==> config.mk <==
export PLATFORM = sky130hd
export DESIGN_NAME = contador_parametrico
export DESIGN_NICKNAME = d
export VERILOG_FILES = /design/src/rtl/contador_parametrico_pkg.sv /design/src/rtl/contador_parametrico.sv
export SDC_FILE = /design/constraint.sdc
export NUM_CORES = 1
export LEC_CHECK = 0
export ABC_CLOCK_PERIOD_IN_PS = 1880
export CAP_MARGIN = 20
export CORE_AREA = 2 2 39 41
export DETAILED_ROUTE_END_ITERATION = 10
export DIE_AREA = 0 0 41 43
export DONT_BUFFER_PORTS = 1
export GPL_TIMING_DRIVEN = 0
export HOLD_SLACK_MARGIN = 0.05
export SLEW_MARGIN = 30
export SYNTH_ARGS = -nofsm -noshare
export SYNTH_HDL_FRONTEND = slang
export SYNTH_SLANG_ARGS = --single-unit
==> constraint.sdc <==
create_clock -name clk -period 1.88 [get_ports clk]
set_input_delay 0.282 -clock clk [delete_from_list [all_inputs] [get_ports clk]]
set_output_delay 0.282 -clock clk [all_outputs]
set_load 0.05 [all_outputs]
==> src/rtl/contador_parametrico_pkg.sv <==
// Shared constants for the parametric counter: terminal-count modes and the
// two-state run/done FSM encoding.
package contador_pkg;

  localparam int MODE_WRAP    = 0;
  localparam int MODE_SAT     = 1;
  localparam int MODE_ONESHOT = 2;

  localparam logic [0:0] ST_RUN  = 1'b0;
  localparam logic [0:0] ST_DONE = 1'b1;

  function automatic bit mode_is_legal(input int mode);
    return (mode >= MODE_WRAP) && (mode <= MODE_ONESHOT);
  endfunction

endpackage

==> src/rtl/contador_parametrico.sv <==
// General-purpose up/down counter with parallel load, configurable modulus and
// wrap / saturate / one-shot terminal behaviour. TC is combinational so that
// instances can be chained TC -> EN without losing a cycle.
module contador_parametrico
  import contador_pkg::*;
#(
  parameter int WIDTH   = 4,
  parameter int MODULUS = 16,
  parameter int MODE    = 0
) (
  input  logic             clk,
  input  logic             RST,
  input  logic             EN,
  input  logic             CLR,
  input  logic             LD,
  input  logic             UP,
  input  logic [WIDTH-1:0] D,
  output logic [WIDTH-1:0] Q,
  output logic             TC,
  output logic             WRAP,
  output logic             DONE
);

  if ((MODULUS < 2) || (MODULUS > (1 << WIDTH))) begin : g_bad_modulus
    $error("contador_parametrico: MODULUS must lie in 2..2**WIDTH");
  end
  if (!mode_is_legal(MODE)) begin : g_bad_mode
    $error("contador_parametrico: MODE must be 0, 1 or 2");
  end

  // Compares and steps use one extra bit so MODULUS = 2**WIDTH is representable.
  localparam logic [WIDTH:0]   MOD_W = (WIDTH+1)'(MODULUS);
  localparam logic [WIDTH:0]   MAX_W = (WIDTH+1)'(MODULUS - 1);
  localparam logic [WIDTH:0]   ONE_W = (WIDTH+1)'(1);
  localparam logic [WIDTH-1:0] MAX_Q = WIDTH'(MODULUS - 1);

  // Out-of-range load values are clamped to the top of the count range.
  function automatic logic [WIDTH-1:0] clamp_load(input logic [WIDTH-1:0] din);
    if ({1'b0, din} < MOD_W) return din;
    else                     return MAX_Q;
  endfunction

  logic [WIDTH-1:0] q_q, q_d;
  logic [0:0]       state_q, state_d;
  logic             wrap_q, wrap_d;
  logic             sat_q, sat_d;     // previous edge was a saturated hold
  logic [WIDTH:0]   q_ext, term;
  logic             at_term, run;

  // Terminal detection, cascade output and next-state selection by priority.
  always_comb begin
    q_ext   = {1'b0, q_q};
    term    = UP ? MAX_W : '0;
    at_term = (q_ext == term);
    run     = (state_q == ST_RUN);
    TC      = EN & run & at_term;

    q_d     = q_q;
    state_d = state_q;
    wrap_d  = 1'b0;
    sat_d   = 1'b0;

    if (CLR) begin
      q_d     = '0;
      state_d = ST_RUN;
    end else if (LD) begin
      q_d     = clamp_load(D);
      state_d = ST_RUN;
    end else if (EN && run) begin
      if (!at_term) begin
        q_d = UP ? WIDTH'(q_ext + ONE_W) : WIDTH'(q_ext - ONE_W);
      end else if (MODE == MODE_WRAP) begin
        q_d    = UP ? '0 : MAX_Q;
        wrap_d = 1'b1;
      end else if (MODE == MODE_SAT) begin
        wrap_d = ~sat_q;
        sat_d  = 1'b1;
      end else begin
        state_d = ST_DONE;
        wrap_d  = 1'b1;
      end
    end
  end

  // Count register, FSM and event flags; reset overrides everything.
  always_ff @(posedge clk) begin
    if (RST) begin
      q_q     <= '0;
      state_q <= ST_RUN;
      wrap_q  <= 1'b0;
      sat_q   <= 1'b0;
    end else begin
      q_q     <= q_d;
      state_q <= state_d;
      wrap_q  <= wrap_d;
      sat_q   <= sat_d;
    end
  end

  assign Q    = q_q;
  assign WRAP = wrap_q;
  assign DONE = (state_q == ST_DONE);

endmodule

Yosys cells after proc, flatten, opt, wreduce, memory -nomap -nowiden
Cells that the tools add are included.

operators by class
  order comparisons = 0
  $mul = 0
  add/sub/neg operators = 2
  bitwise logic cells = 2
  reductions and logical operators = 3
  eq/ne operators = 1
  divide/modulo/power cells = 0
  multiplexer cells = 7
  shifts and indexed selects = 0

operator list
  kind                                                                 number
  4-bit two-way mux                                                    6
  4-bit by 1-bit adder with 4-bit output (second input constant)       1
  4-bit equality test                                                  1
  4-bit OR reduction                                                   1
  4-bit by 1-bit subtractor with 4-bit output (second input constant)  1
  2-bit nonzero test                                                   1
  2-bit OR reduction                                                   1
  1-bit bitwise AND                                                    1
  1-bit two-way mux                                                    1
  1-bit inverter                                                       1

storage, ports and cells
  bits of input ports = 10
  word-level logic and storage cells = 17
  output and inout bits = 7
  bits in latches = 0
  register bits = 5
  memories kept = 0
  bits in read-only memories = 0
  bits in writable memories = 0

Logic depth before layout (Yosys ltp)
Gate-level depths: netlist of run 1.

  depth in word-level cells = 5
  depth in mapped cells = 7
  depth with buffers taken out = 7

Least setup slack after synthesis of run 1
OpenSTA, ideal clock, no wires.

  kind = register to register
  from = reg q_q[1] (netlist: Q[1])
  to = reg q_q[3] (netlist: Q[3])
  slack = -8 ps
  path buffers = 0
  arrival = 1769 ps
  required time = 1761 ps
  setup time = 119 ps
  cell stages (with the launch flop) = 7
  clock period less this slack = 1888 ps
  cell sequence = dfxtp_1 > ha_1 > a21o_1 > a21oi_1 > xnor2_1 > mux2i_1 > nor3_1

between the ends
  cells in the longest elaborated chain, start to end = 5
  elaborated cells between the ends (all ways) = 7
  those cells by class = add/sub: 2; eq/ne: 1; mux: 4

RTL lines
  element                                                                                                       line                        source
  from (decl)                                                                                                   contador_parametrico.sv:43  logic [WIDTH-1:0] q_q, q_d;
  from (signal assigned)                                                                                        contador_parametrico.sv:93  q_q <= q_d;
  4-bit by 1-bit subtractor with 4-bit output / 4-bit by 1-bit adder with 4-bit output (equally long branches)  contador_parametrico.sv:71  q_d = UP ? WIDTH'(q_ext + ONE_W) : WIDTH'(q_ext - ONE_W);
  4-bit two-way mux                                                                                             contador_parametrico.sv:71
  4-bit two-way mux (*)                                                                                         contador_parametrico.sv:70  if (!at_term) begin
  4-bit two-way mux (*)                                                                                         contador_parametrico.sv:69  end else if (EN && run) begin
  4-bit two-way mux (*)                                                                                         contador_parametrico.sv:66  end else if (LD) begin

Every way passes the cells marked *; elsewhere a longest branch is shown, timed or not. The select of a mux whose other input is x is not followed.
A chain may end at the register's enable or synchronous reset.

Worst setup path after layout of run 1
  from = reg q_q[3] (netlist: Q[3])
  to = out TC

between the ends
  cells in the longest elaborated chain, start to end = 2

RTL lines
  element              line                        source
  4-bit equality test  contador_parametrico.sv:54  at_term = (q_ext == term);
  1-bit bitwise AND    contador_parametrico.sv:56  TC = EN & run & at_term;
  to (decl)            contador_parametrico.sv:19  output logic TC,

No other way between the ends.

==> summary.md, run 1 <==
| Metric | Value |
|---|---|
| Run status | finished clean |
| Final antenna diode count | 0 |
| Area of the core region | ~1400 um2 |
| Max Clock Skew | ~1.5 ps |
| Post-CTS Hold Fix Bufs | 0 |
| Fin. max-slew vios | 0 |
| Highest fanout seen on the critical path | 8 |
| Number of warnings printed during yosys synthesis | 0 |
| Via density | just over 5 |
| Fraction of power consumed by combinational cells | 24.2% |
| Signed area change from the synthesized netlist to the final layout | 21.8% |
| Buffers and inverters on the worst path | 1 |
| Main flop type after synthesis | sky130_fd_sc_hd__dfxtp_1 |
| Max Freq | 543 MHz |
| Filler cell count in the final layout | between 150 and 200 |
| Worst-path cell with the longest stage delay | sky130_fd_sc_hd__dfxtp_4 |
| Data arrival at the endpoint of the critical path | 1560 ps |
| Share of cells above drive strength 1 | 28.1% |
| Number of design rule violations left after detail routing | 0 |
| Category of the worst setup path launch point | flop |
| Post-Syn Area | about 410 um2 |
| Count of distinct cell types in the synthesized netlist | 27 |
| Total non-filler cell area in the finished layout | 504 um2 |
| Via count of the routed design | 379 |
| Synthesized flop and latch total | 5 |
| Slowest cell delay on critical path | 400 ps |
| Switching power of the nets | 119 uW |
| First-pass iteration count of the detailed router | 4 |
| Antenna violation net count after detailed routing | 0 |
| Peak supply drop | 273 uV |
| Initial core utilization | 29.9% |
| Setup repair bufs after CTS | 0 |
| Combined global-route utilization of all metal layers | 13.6% |
| Power density of the placed cells | 694 nW/um2 |
| Weighted congestion at the end of routability-driven global placement | 0.695 |
| Die extent in x | 41 um |
| Clock-pin transition on the worst setup and hold timing paths | approximately 40 ps |
| Required time of the critical path | about 1600 ps |
| I/O pin count | 17 |
| Die boundary height | 43 um |
| Rows | 14 |
| Most frequent cell after synthesis | sky130_fd_sc_hd__a21oi_1 |
| Total of endpoints with negative setup slack in the final report | 0 |
| Unrepaired setup endpoints after global routing | no |
| Path type of the worst min-delay path | in -> reg |
| Cell count after synthesis | 53 |
| Fraction of power consumed by the clock network | around 37% |
| Post-Route Setup TNS | 0 ps |
| Die Outline Area | 1760 um2 |
| Number of buffers created by CTS | 3 |
| Clock Sink Count | 5 |
| Maximum number of pins on one net before global-route repair | 9 |
| Area fraction of the dominant cell type after synthesis | 24.2% |
| Switching share of power | between 30% and 40% |
| Nets | 71 |
| Number of synthesized flops with an enable pin | 0 |
| Most area-hungry cell type in the Yosys netlist | sky130_fd_sc_hd__dfxtp_1 |
| Min cycle time layout | about 1800 ps |
| Source-to-sink clock delay at the later pin of the worst-skew pair | 250 ps |
| Static leakage power | 0.198 nW |
| Post-synthesis average cell area | 7.81 um2 |
| H-tree depth reported by CTS | 1 |
| Hold Violations, Final | 0 |
| Proportion of power drawn by flip-flops and latches | 38.5% |
| Placed Instance Area | roughly 440 um2 |
| Nets in the synthesized netlist | 66 |
| Top Family by Delay on Critical Path | simple AND/OR/NAND/NOR gates |
| Number of port buffers | 0 |
| Count of routing violations after the opening detailed-route iteration | 3 |
| Total of max-cap violations | 0 |
| Most instantiated cells after synthesis | sky130_fd_sc_hd__a21oi_1 (8), sky130_fd_sc_hd__dfxtp_1 (5), sky130_fd_sc_hd__nand2_1 (5) |
| Final WS setup | approximately 38 ps |
| Ranking of synthesized cells by area | sky130_fd_sc_hd__dfxtp_1 (24%), sky130_fd_sc_hd__a21oi_1 (9.7%), sky130_fd_sc_hd__ha_1 (6.0%), sky130_fd_sc_hd__fa_1 (4.8%), sky130_fd_sc_hd__o21ai_0 (4.8%) |
| Antenna violations before repair | 0 |
| Buffers from clock root to sink, at most | 2 |
| DR WL/cell | 12.5 um |
| Fraction of the cycle the final worst path needs | a little over nine tenths |
| Power Internal | 231 uW |
| First-pass GRT wire length | ~1.6 mm |
| Total Wirelength | 916 um |
| Chain of cells forming the critical path | buf_6, or3_4, a21oi_4, and2_4 |
| CTS tree | done |
| Crit. End Element | output port |
| Final HPWL DP | 716 um |
| Number of global-route vias before repair | around 400 |
| Congestion Overflow GR | 0 |
| Synth async-reset ratio | 0% |
| Worst setup path class | reg -> out |
| CTS root buf | sky130_fd_sc_hd__clkbuf_4 |
| Proportion of synthesized chip area in sequential cells | 24.2% |
| Post-Place Worst Slack | -3.22 ps |
power groups by stage:
stage | sequential [mW] | clock [mW] | combinational, mW
floorplan | 0.135 | 0 | 0.0658
finish | 0.135 | 0.130 | 0.0847
CTS | 0.134 | 0.130 | 0.0769
detailed placement | 0.136 | 0 | 0.0761
global route | 0.135 | 0.143 | 0.0952
global placement | 0.136 | 0 | 0.0743
stage by stage:
stage	hold slack (ps)	power, mW	cells	util [%]
after CTS	86.2	0.341	73	33.9
after global routing	76.1	0.374	73	36.4
after detailed placement	353	0.212	69	31.5
after global placement	352	0.210	69	31.5
final	84.0	0.350	73	36.4
after floorplan	351	0.200	53	-
final timing paths:
kind	startpoint	to	slack, ps	cells past startpoint
setup / recovery	Q[3]	TC	40	4
hold reg to reg	Q[1]	Q[1]	660	2
setup reg to reg	Q[0]	Q[2]	210	4
hold / removal	CLR	Q[2]	80	1
registers in the layout (all words and copies together) (netlist names):
signal / count
Q: 4
WRAP: 1
cell type report:
cell class | instances | area, um2 | share of cell area [%]
Multi-Input combinational cell | 42 | 314 | 62.3
Sequential cell | 5 | 110 | 21.8
Clock buffer | 4 | 26.3 | 5.21
Buffer | 3 | 22.5 | 4.47
Tap cell | 16 | 20.0 | 3.97
Inverter | 3 | 11.3 | 2.23
logic make-up after synthesis:
kind of cell,synth area share (%)
fa+ha+maj,10.9
mux,2.42
other cells,0.905
buf+inv,8.16
xor+xnor,4.23
flops,24.2
simple gates,23.6
compound gates,25.7
what timing repair did:
| action | 4_1_cts | 5_1_grt |
|---|---|---|
| endpoints found under the setup margin | 2 | 3 |
| gates resized for setup | 5 | 4 |
| pin swaps | 1 | 2 |
worst register-to-register path: stages (launching register included):
cell and delay, ps:
sky130_fd_sc_hd__dfxtp_2 440, sky130_fd_sc_hd__fa_1 500, sky130_fd_sc_hd__o21ai_0 180, sky130_fd_sc_hd__o221ai_1 140, sky130_fd_sc_hd__a2111oi_2 300
routing by layer:
layer	global-route usage [%]	vias to the layer above	wire length (um)
met2	20.9	10	493
met5	0	-	0
met3	5.24	5	50
met4	12.0	0	40
met1	12.9	169	332
li1	-	195	-
placed cells by master, fill, tap and decap left out, types with 2 or more instances in the layout:
master,n
sky130_fd_sc_hd__nor2_1,3
sky130_fd_sc_hd__o21ai_0,4
sky130_fd_sc_hd__inv_1,3
sky130_fd_sc_hd__clkbuf_4,3
sky130_fd_sc_hd__a21oi_1,8
sky130_fd_sc_hd__dfxtp_4,2
sky130_fd_sc_hd__xnor2_1,2
sky130_fd_sc_hd__nor3_1,3
sky130_fd_sc_hd__ha_4,2
sky130_fd_sc_hd__nand2_1,5
sky130_fd_sc_hd__dfxtp_2,2
sky130_fd_sc_hd__clkbuf_1,2
No activity file was read; power rests on OpenSTA's default activity.
==> inputs of run 2 (changes only) <==
--- a/config.mk
+++ b/config.mk
@@ -13,6 +13,8 @@
 export DONT_BUFFER_PORTS = 1
 export GPL_TIMING_DRIVEN = 0
 export HOLD_SLACK_MARGIN = 0.05
+export REMOVE_ABC_BUFFERS = 1
+export SKIP_CTS_REPAIR_TIMING = 1
 export SLEW_MARGIN = 30
 export SYNTH_ARGS = -nofsm -noshare
 export SYNTH_HDL_FRONTEND = slang
==> run 2 against run 1 <==
  * Flip-flop and latch count did not move
  * Count of clock-buffer cells in the layout unchanged
  * Combinational power fell by 13%
  * Clock power grew 3%
  * Largest cell class unchanged
  * Largest power group unchanged
==> summary.md, run 2 (synthesis gave the netlist of run 1 again) <==
| Metric | Value |
|---|---|
| Run status | finished clean |
| Peak supply drop | 247 uV |
| Required time of the critical path | 1600 ps |
| Number of global-route vias before repair | 350 |
| Signed area change from the synthesized netlist to the final layout | 13.9% |
| Number of port buffers | 0 |
| Die boundary height | 43 um |
| Die Outline Area | between 1500 and 2000 um2 |
| Crit. End Element | output port |
| Power density of the placed cells | 729 nW/um2 |
| Top Usage Layer GRT | met2 |
| Met1 capacity usage during global routing | 10.7% |
| Antenna violation net count after detailed routing | 0 |
| Worst setup path class | reg -> out |
| Clock Sink Count | 5 |
| Hold Violations, Final | 0 |
| Data arrival at the endpoint of the critical path | 1530 ps |
| Via density | 5.27 |
| DR WL/cell | 12.7 um |
| Unrepaired setup endpoints after global routing | no |
| Max Freq | 553 MHz |
| Highest-count cells in the layout ignoring fill and taps | sky130_fd_sc_hd__a21oi_1 (8), sky130_fd_sc_hd__nand2_1 (5), sky130_fd_sc_hd__o21ai_0 (4) |
| Power Total | 344 uW |
| Fin. max-slew vios | 0 |
| Number of design rule violations left after detail routing | 0 |
| Category of the worst setup path launch point | flop |
| Number of cell instances on the worst register-to-register path | 6 |
| Minimum hold slack | 81.3 ps |
| Buffers from clock root to sink, at most | 2 |
| CP Launch Point | Q[3] |
| Share of cells above drive strength 1 | around a quarter |
| Die extent in x | 41 um |
| Initial core utilization | 29.9% |
| Nets | 68 |
| Path type of the worst min-delay path | in -> reg |
| Flip-flop count of the largest register, all copies and words added | 4 |
| First-pass GRT wire length | 1.30 mm |
| Endpoint of the lowest-slack register-to-register path | Q[3] |
| End point of the critical path | TC |
| Clock-pin transition on the worst setup and hold timing paths | 50 ps |
| Rows | 14 |
| Static leakage power | 0.184 nW |
| Total of endpoints with negative setup slack in the final report | 0 |
| Max Clock Skew | 2.23 ps |
| CTS tree | done |
| Reg2Reg Launch Point | Q[1] |
| Total of max-cap violations | 0 |
| H-tree depth reported by CTS | 1 |
| Highest fanout seen on the critical path | 9 |
| Maximum number of pins on one net before global-route repair | 10 |
| Count of routing violations after the opening detailed-route iteration | 2 |
| Fraction of the cycle the final worst path needs | just under 100% |
| Weighted congestion at the end of routability-driven global placement | about 0.7 |
| Congestion Overflow GR | 0 |
| Internal reg-to-reg setup slack | 130 ps |
| Total Wirelength | 892 um |
| Met3 demand-to-capacity share in global routing | 3.14% |
| CTS root buf | sky130_fd_sc_hd__clkbuf_4 |
| I/O pin count | 17 |
| Final antenna diode count | 0 |
| Area of the core region | 1380 um2 |
| Source-to-sink clock delay at the later pin of the worst-skew pair | 250 ps |
| Number of buffers created by CTS | 3 |
| Via count of the routed design | 369 |
| Min cycle time layout | 1810 ps |
| Commonest non-fill, non-tap cell in the layout | sky130_fd_sc_hd__a21oi_1 |
| First-pass iteration count of the detailed router | 2 |
| Final HPWL DP | 677 um |
| Global Route met2 Usage | 18.1% |
| Antenna violations before repair | 0 |
| Combined global-route utilization of all metal layers | 11.9% |
-- run 2: area by class of cell --
class	count	area, um2
fillers	160	912
multi-input cells	42	307
flip-flops and latches	5	108
clock buffers	4	26.3
well taps	16	20.0
inverters	3	11.3
-- run 2: worst max-delay path, stage by stage, from the launching register on --
cell	delay, ps
sky130_fd_sc_hd__dfxtp_2	440
sky130_fd_sc_hd__or3_4	410
sky130_fd_sc_hd__a21oi_2	160
sky130_fd_sc_hd__and2_4	260
-- run 2: how the worst min path moves through the flow --
| stage | start | endpoint | slack (ps) | cells after the start |
|---|---|---|---|---|
| 2_1_floorplan | CLR | Q[2] | 350 | 1 |
| 3_3_place_gp | CLR | Q[2] | 350 | 1 |
| 3_5_place_dp | CLR | Q[2] | 350 | 1 |
| 4_1_cts | CLR | Q[2] | 90 | 1 |
| 5_1_grt | CLR | Q[2] | 80 | 1 |
| 6_report | CLR | Q[2] | 80 | 1 |
-- run 2: metal layers --
| metal | wire length [um] | vias up |
|---|---|---|
| met5 | 0 | - |
| met4 | 44 | 0 |
| met3 | 46 | 5 |
| met2 | 448 | 11 |
| met1 | 352 | 163 |
| li1 | - | 190 |
-- run 2: where the power goes --
part           internal (mW)  switching (mW)  total (mW)
clock network         0.0808          0.0527       0.134
logic                 0.0350          0.0386      0.0735
registers              0.111          0.0256       0.137
-- run 2: metrics by stage --
step / cells / cell area (um2) / util (%) / worst slack (ps) / setup TNS [ps]
finish: 70 / 472 / 34.1 / 71.5 / 0
global route: 70 / 472 / 34.1 / 29.3 / 0
CTS: 70 / 438 / 31.6 / -265 / -589
detailed placement: 66 / 412 / 29.7 / -169 / -293
global placement: 66 / 412 / 29.7 / -143 / -246
floorplan: 50 / 392 / - / -10.7 / -16.1
==> inputs of run 3 (changes only) <==
--- a/config.mk
+++ b/config.mk
@@ -5,7 +5,7 @@
 export SDC_FILE = /design/constraint.sdc
 export NUM_CORES = 1
 export LEC_CHECK = 0
-export ABC_CLOCK_PERIOD_IN_PS = 1880
+export ABC_CLOCK_PERIOD_IN_PS = 1490
 export CAP_MARGIN = 20
 export CORE_AREA = 2 2 39 41
 export DETAILED_ROUTE_END_ITERATION = 10
@@ -14,6 +14,7 @@
 export GPL_TIMING_DRIVEN = 0
 export HOLD_SLACK_MARGIN = 0.05
 export REMOVE_ABC_BUFFERS = 1
+export SETUP_SLACK_MARGIN = 0.3
 export SKIP_CTS_REPAIR_TIMING = 1
 export SLEW_MARGIN = 30
 export SYNTH_ARGS = -nofsm -noshare
==> constraint.sdc (replaced) <==
create_clock -name clk -period 1.49 [get_ports clk]
set_input_delay 0.2235 -clock clk [delete_from_list [all_inputs] [get_ports clk]]
set_output_delay 0.2235 -clock clk [all_outputs]
set_load 0.05 [all_outputs]
==> run 3 against run 2 <==
  * The run now ends with negative setup slack left
  * Power increased by 33%
  * Critical path depth unchanged
  * Clock skew about the same
  * Routed wire length increased by 15%
  * First-iteration DRC count increased to 3.0 times the previous value
  * Critical path type unchanged
==> summary.md, run 3 (synthesis gave the netlist of run 1 again) <==
| Metric | Value |
|---|---|
| CTS root buf | sky130_fd_sc_hd__clkbuf_4 |
| Number of design rule violations left after detail routing | 0 |
| Initial core utilization | between 20 and 30% |
| Rows | 14 |
| Unrepaired setup endpoints after global routing | yes |
| Fraction of the cycle the final worst path needs | 112% |
| Post-Route Setup TNS | -352 ps |
| Final antenna diode count | 0 |
| Violated checks | negative setup slack |
| Power Internal | 297 uW |
| Via count of the routed design | between 400 and 500 |
| Congestion Overflow GR | 0 |
| Clock-pin transition on the worst setup and hold timing paths | 50 ps |
| Maximum number of pins on one net before global-route repair | 10 |
| Buffers from clock root to sink, at most | 2 |
| Hold Violations, Final | 0 |
| Count of routing violations after the opening detailed-route iteration | 6 |
| Signed area change from the synthesized netlist to the final layout | 29.6% |
| Die extent in x | 41 um |
| Combined global-route utilization of all metal layers | 11.9% |
| Antenna violation net count after detailed routing | 0 |
| Via density | 5.45 |
| Area of the core region | 1380 um2 |
| First-pass iteration count of the detailed router | 4 |
| Flip-flop count of the largest register, all copies and words added | 4 |
| Path type of the worst min-delay path | in -> reg |
| Max Clock Skew | 2.38 ps |
| Share of cells above drive strength 1 | 31.0% |
| Post-Place Worst Slack | -559 ps |
| Number of cell instances on the worst register-to-register path | 5 |
| DR WL/cell | 13.9 um |
| Final WS setup | -185 ps |
| Required time of the critical path | around 1300 ps |
| Die boundary height | between 40 and 50 um |
| Max Freq | approximately 600 MHz |
| Hold path cells | 2 |
| Number of port buffers | 0 |
| Final HPWL DP | just under 700 um |
| Highest fanout seen on the critical path | 7 |
| Number of global-route vias before repair | 350 |
| H-tree depth reported by CTS | 1 |
| Run status | complete, but fails checks |
| Minimum hold slack | about 120 ps |
| Switching power of the nets | ~160 uW |
| Die Outline Area | 1760 um2 |
| Category of the worst setup path launch point | flop |
| Crit. End Element | output port |
| Total Wirelength | roughly 1.0 mm |
| Total of endpoints with negative setup slack in the final report | 3 |
| Switching share of power | 35.1% |
| Source-to-sink clock delay at the later pin of the worst-skew pair | 260 ps |
| CTS tree | done |
| Data arrival at the endpoint of the critical path | 1450 ps |
| First-pass GRT wire length | 1.30 mm |
| Highest-count cells in the layout ignoring fill and taps | sky130_fd_sc_hd__a21oi_1 (6), sky130_fd_sc_hd__dfxtp_4 (4), sky130_fd_sc_hd__nand2_1 (4) |
| Power Total | 457 uW |
| Fraction of power consumed by the clock network | 37.4% |
| Static leakage power | 0.218 nW |
| Peak supply drop | 306 uV |
| Nets | 72 |
| Total of max-cap violations | 0 |
| I/O pin count | 17 |
| Weighted congestion at the end of routability-driven global placement | 0.716 |
| Min cycle time layout | ~1700 ps |
| Proportion of power drawn by flip-flops and latches | 37.0% |
| Fin. max-slew vios | 0 |
| Number of buffers created by CTS | 3 |
| Fraction of power consumed by combinational cells | 25.6% |
| Worst setup path class | reg -> out |
| Clock Sink Count | 5 |
| Power density of the placed cells | 851 nW/um2 |
| Commonest non-fill, non-tap cell in the layout | sky130_fd_sc_hd__a21oi_1 |
| Antenna violations before repair | 0 |
[run 3: cell type report]
type                    count  area (um2)
multi-input cells          42         324
clock buffers               4        26.3
repair buffers              4        40.0
flip-flops and latches      5         115
fillers                   153         847
well taps                  16        20.0
inverters                   3        11.3
[run 3: final timing paths]
check / start / slack (ps) / to
worst max-delay path: Q[3] / -180 / TC
worst min-delay path: EN / 120 / Q[1]
worst max register to register: Q[1] / -90 / Q[2]
worst min register to register: Q[2] / 700 / Q[2]
[run 3: worst max-delay path, stage by stage (launching register included)]
cell,delay [ps]
sky130_fd_sc_hd__dfxtp_4,410
sky130_fd_sc_hd__or3_4,390
sky130_fd_sc_hd__a21oi_4,130
sky130_fd_sc_hd__and2_4,250
[run 3: layer usage]
metal / part of all wire [%] / GRT usage [%]
met5: 0 / 0
met4: 4.4 / 14.0
met3: 4.7 / 3.14
met2: 51 / 18.1
met1: 39 / 10.7
[run 3: stage by stage]
step,utilization (%),cells,instance area [um2]
after floorplan,-,50,392
after detailed placement,29.7,66,412
after global placement,29.7,66,412
after global routing,38.8,74,537
final,38.8,74,537
after CTS,31.6,70,438
[run 3: power by group through the flow]
| stage | clock (mW) | combinational, mW | sequential [mW] |
|---|---|---|---|
| 6_report | 0.171 | 0.117 | 0.169 |
| 5_1_grt | 0.176 | 0.129 | 0.171 |
| 4_1_cts | 0.168 | 0.0848 | 0.171 |
| 3_5_place_dp | 0 | 0.0843 | 0.174 |
| 3_3_place_gp | 0 | 0.0826 | 0.174 |
| 2_1_floorplan | 0 | 0.0735 | 0.171 |
